==> src/rtl/stream_demux_1ton.sv <==
// rtl/stream_demux_1ton.sv - 1-to-N stream demultiplexer with broadcast and out-of-range drop counting
module stream_demux_1ton #(
  parameter int N_OUT  = 8,
  parameter int DATA_W = 8,
  parameter int SEL_W  = 3,
  parameter int CNT_W  = 8
) (
  input  logic              clk,
  input  logic              rst_n,
  input  logic              in_valid,
  output logic              in_ready,
  input  logic [DATA_W-1:0] in_data,
  input  logic [SEL_W-1:0]  in_sel,
  input  logic              in_bcast,
  output logic [N_OUT-1:0]  out_valid,
  input  logic [N_OUT-1:0]  out_ready,
  output logic [DATA_W-1:0] out_data,
  output logic [CNT_W-1:0]  drop_cnt
);

  localparam logic [31:0]      N_OUT_U = 32'(N_OUT);
  localparam logic [N_OUT-1:0] ONE_HOT0 = {{(N_OUT-1){1'b0}}, 1'b1};

  logic              hold_valid;
  logic [DATA_W-1:0] hold_data;
  logic [N_OUT-1:0]  pend_mask;
  logic [CNT_W-1:0]  drop_q;

  logic [N_OUT-1:0]  remain;
  logic [31:0]       sel_ext;
  logic              sel_ok;
  logic              accept;
  logic              load;
  logic              drop;
  logic [N_OUT-1:0]  new_mask;

  assign out_valid = {N_OUT{hold_valid}} & pend_mask;
  assign out_data  = hold_data;
  assign drop_cnt  = drop_q;

  // Channels still owed a delivery after this cycle's output transfers.
  assign remain   = pend_mask & ~out_ready;
  assign in_ready = rst_n & (~hold_valid | ~(|remain));

  assign sel_ext  = 32'(in_sel);
  assign sel_ok   = sel_ext < N_OUT_U;
  assign accept   = in_valid & in_ready;
  assign load     = accept & (in_bcast | sel_ok);
  assign drop     = accept & ~in_bcast & ~sel_ok;
  assign new_mask = in_bcast ? {N_OUT{1'b1}} : (ONE_HOT0 << in_sel);

  always_ff @(posedge clk or negedge rst_n) begin
    if (!rst_n) begin
      hold_valid <= 1'b0;
      hold_data  <= '0;
      pend_mask  <= '0;
    end else if (load) begin
      hold_valid <= 1'b1;
      hold_data  <= in_data;
      pend_mask  <= new_mask;
    end else begin
      hold_valid <= hold_valid & (|remain);
      pend_mask  <= remain;
    end
  end

  always_ff @(posedge clk or negedge rst_n) begin
    if (!rst_n) begin
      drop_q <= '0;
    end else if (drop && (drop_q != {CNT_W{1'b1}})) begin
      drop_q <= drop_q + 1'b1;
    end
  end

endmodule
==> config.mk <==
export PLATFORM = sky130hd
export DESIGN_NAME = stream_demux_1ton
export DESIGN_NICKNAME = d
export VERILOG_FILES = /design/src/rtl/stream_demux_1ton.sv
export SDC_FILE = /design/constraint.sdc
export NUM_CORES = 1
export LEC_CHECK = 0
export CORE_ASPECT_RATIO = 0.9
export CORE_MARGIN = 2
export CORE_UTILIZATION = 39
export DETAILED_ROUTE_END_ITERATION = 16
export GPL_ROUTABILITY_DRIVEN = 0
export PLACE_DENSITY = 0.84
export SETUP_SLACK_MARGIN = 0.4
export SLEW_MARGIN = 20
export SYNTH_ARGS = -nofsm -noshare
export SYNTH_HDL_FRONTEND = slang
export SYNTH_SLANG_ARGS = --single-unit
==> constraint.sdc <==
create_clock -name clk -period 1.9 [get_ports clk]
set_clock_uncertainty 0.2 [all_clocks]
set_input_delay 0.285 -clock clk [delete_from_list [all_inputs] [get_ports clk]]
set_output_delay 0.285 -clock clk [all_outputs]
set_load 0.005 [all_outputs]
==> impl_metrics.toml <==
[timing]
fmax_mhz = 547
finalSetupViolCount = 0
layout_min_cycle_time_ns = 1.83
drv_slew = 0
hold_viol = 0
post-route-period-util_pct = 96.3
rsz0062_at_grt = "true"

[detailed_routing]
vias = 827
met3_length_um = 126
antenna_left = 0
drt_wl_total_um = 2380
top_layer = "met4"
dr_wl_met2_um = 1270
vias_per_cell = 4.95
initialDrtViolationCount = 15
drc_errors = 0
dr.pass1.iters = 4
wl_per_cell_um = 14.3
wl_met1_um = 958

[clocking]
clockBufferDepth = 2
clk_pin_slew_worst_paths_ns = 0.10
numCtsBuffers = 3
htree_levels = 1
insertion_delay_ns = 0.30
clock-root-buffer = "clkbuf_4"
cts_tree = "built"
clock-sinks = 17

[status]
outcome = "complete, no violations"

[final_layout]
final_common_cell = "dfrtp_1"
seqCellArea_um2 = 427
final_core_util_pct = 72.1
nets = 164
drive_above_1_share_pct = 44.3
fill_cells = 166
layout_common_cells = "16 x dfrtp_1, 14 x clkdlybuf4s50_1, 13 x buf_4"
multi_input_area_um2 = 542
antennaDiodeCount = 0
syn2layout_area_growth_pct = 72.4

[logic_synthesis]
synth_seq_area_share_pct = 45.8
synth_area_um2 = 930
ys_ff_latch = 17
yosys_warnings = 0
synth_top_area_cell = "dfrtp_1"
synth.area.top_cells = "dfrtp_1 46%, mux2_2 7.3%, buf_4 6.5%"
avgSynthCellArea_um2 = 11.8
synth_top_area_share_pct = 45.8
synth_cells = 79
synth.distinct_cells = 23

[floorplan]
placementRows = 16
start_util_pct = 41.8
die-area_um2 = 2790
die_width_um = 55.5
core_area_um2 = 2220
die_h_um = 50.3
ios = 48

[critical_path]
cp_slowest_stage_delay_ns = 0.42
worst-path-buf-inv = 2
crit_chain = "nand2b_4, nand4_4, o21ai_4, buf_4, buf_6, nand3_4, mux2_4"
slowest_stage = "dfrtp_1"
r2r_setup_slack_ns = 0.07
cp-end-kind = "flip-flop"
crit_path_start_kind = "flip-flop"
path_class = "reg -> reg"
cp.required_ns = 1.89
cp_data_arrival_time_ns = 1.82
path_max_fanout = 5
cp_top_family = "flip-flops"

[global_route]
grt_max_degree = 21
grt.overflow.total = 0
antenna_found_initial = 0
grtUsageTotal_pct = 16.9
grt_first_pass_wirelength_um = 3600
grt_pass1_vias = 780

[placed_design]
portBuffers = 39
post-dp-hpwl_um = 1620

[flow_run]
max_cap_viol_count = 0

[power_and_ir_drop]
ir_worst_vdd_mv = 0.532
total_power_w = 0.00130
powerDensity_nw_per_um2 = 813
leakage_nw = 0.825

[hold_path]
hp-class = "in -> reg"
flip-flops by register name (all words and copies together), names as in the netlist:
signal,count
out_data,8
pend_mask,8
hold_valid,1
area by class of cell:
class                   count  share of cell area [%]
repair buffers             59                    35.1
multi-input cells          57                    33.8
flip-flops and latches     17                    26.6
well taps                  27                    2.11
clock buffers               4                    1.64
inverters                   3                   0.703
through the flow:
stage	area, um^2	instances	setup WS [ns]	TNS, ns	hold WS, ns
floorplan	961	86	0.210	0	-0.211
CTS	1500	162	0.0360	0	0.176
global route	1600	167	-0.0183	-0.0417	0.124
global placement	1370	148	-0.399	-4.45	0.289
finish	1600	167	0.0705	0	0.119
detailed placement	1370	148	-0.407	-4.77	0.297
layer usage:
| layer | GRT usage [%] | vias up |
|---|---|---|
| met5 | 0 | - |
| met4 | 6.10 | 0 |
| met3 | 4.38 | 5 |
| met2 | 28.6 | 32 |
| met1 | 20.8 | 404 |
| li1 | - | 386 |
cell usage after synthesis, drive strengths merged:
master	instances
mux2	8
a311oi	2
inv	3
a21oi	1
dfrtp	17
buf	10
a211oi	1
mux2i	5
conb	1
a22oi	3
nand4	2
nand3	1
and2	9
o21ai	1
a31oi	4
nand2b	8
nor2	1
nand2	2
tightest hold or removal path: stages:
cell and delay (ns):
dlymetal6s2s_1 0.09, nand2b_4 0.14, mux2i_1 0.07
cell families after synthesis:
family,Yosys count,share of synthesized area [%]
buf+inv,13,9.29
compound gates,12,10.1
flops,17,45.8
other cells,1,0.403
mux,13,15.9
simple gates,23,18.6
where the power goes:
part / switching [W] / leakage [nW] / internal (W)
sequential: 0.0000581 / 0.209 / 0.000451
clock: 0.000117 / 0.0150 / 0.0000819
combinational: 0.000216 / 0.601 / 0.000379
timing repair:
| item | in CTS | in global routing |
|---|---|---|
| hold buffers | 0 | 0 |
| endpoints found under the setup margin | 33 | 25 |
| buffers inserted | 9 | 5 |
| pin swaps | 3 | 5 |
| gates cloned | 1 | 0 |
| resized for setup | 69 | 15 |
worst paths after layout:
| check | start | endpoint | cells past startpoint |
|---|---|---|---|
| worst min register to register | out_data[7]$_DFFE_PN0P_ | out_data[7]$_DFFE_PN0P_ | 1 |
| min in group asynchronous | rst_n | out_data[6]$_DFFE_PN0P_ | 2 |
| worst min-delay path | out_ready[3] | pend_mask[3]$_DFF_PN0_ | 3 |
| worst max-delay path | pend_mask[7]$_DFF_PN0_ | out_data[1]$_DFFE_PN0P_ | 7 |
| worst max register to register | pend_mask[7]$_DFF_PN0_ | out_data[1]$_DFFE_PN0P_ | 7 |
| max in group asynchronous | rst_n | hold_valid$_DFF_PN0_ | 2 |
Note: power is estimated with default switching activity, not from simulation.
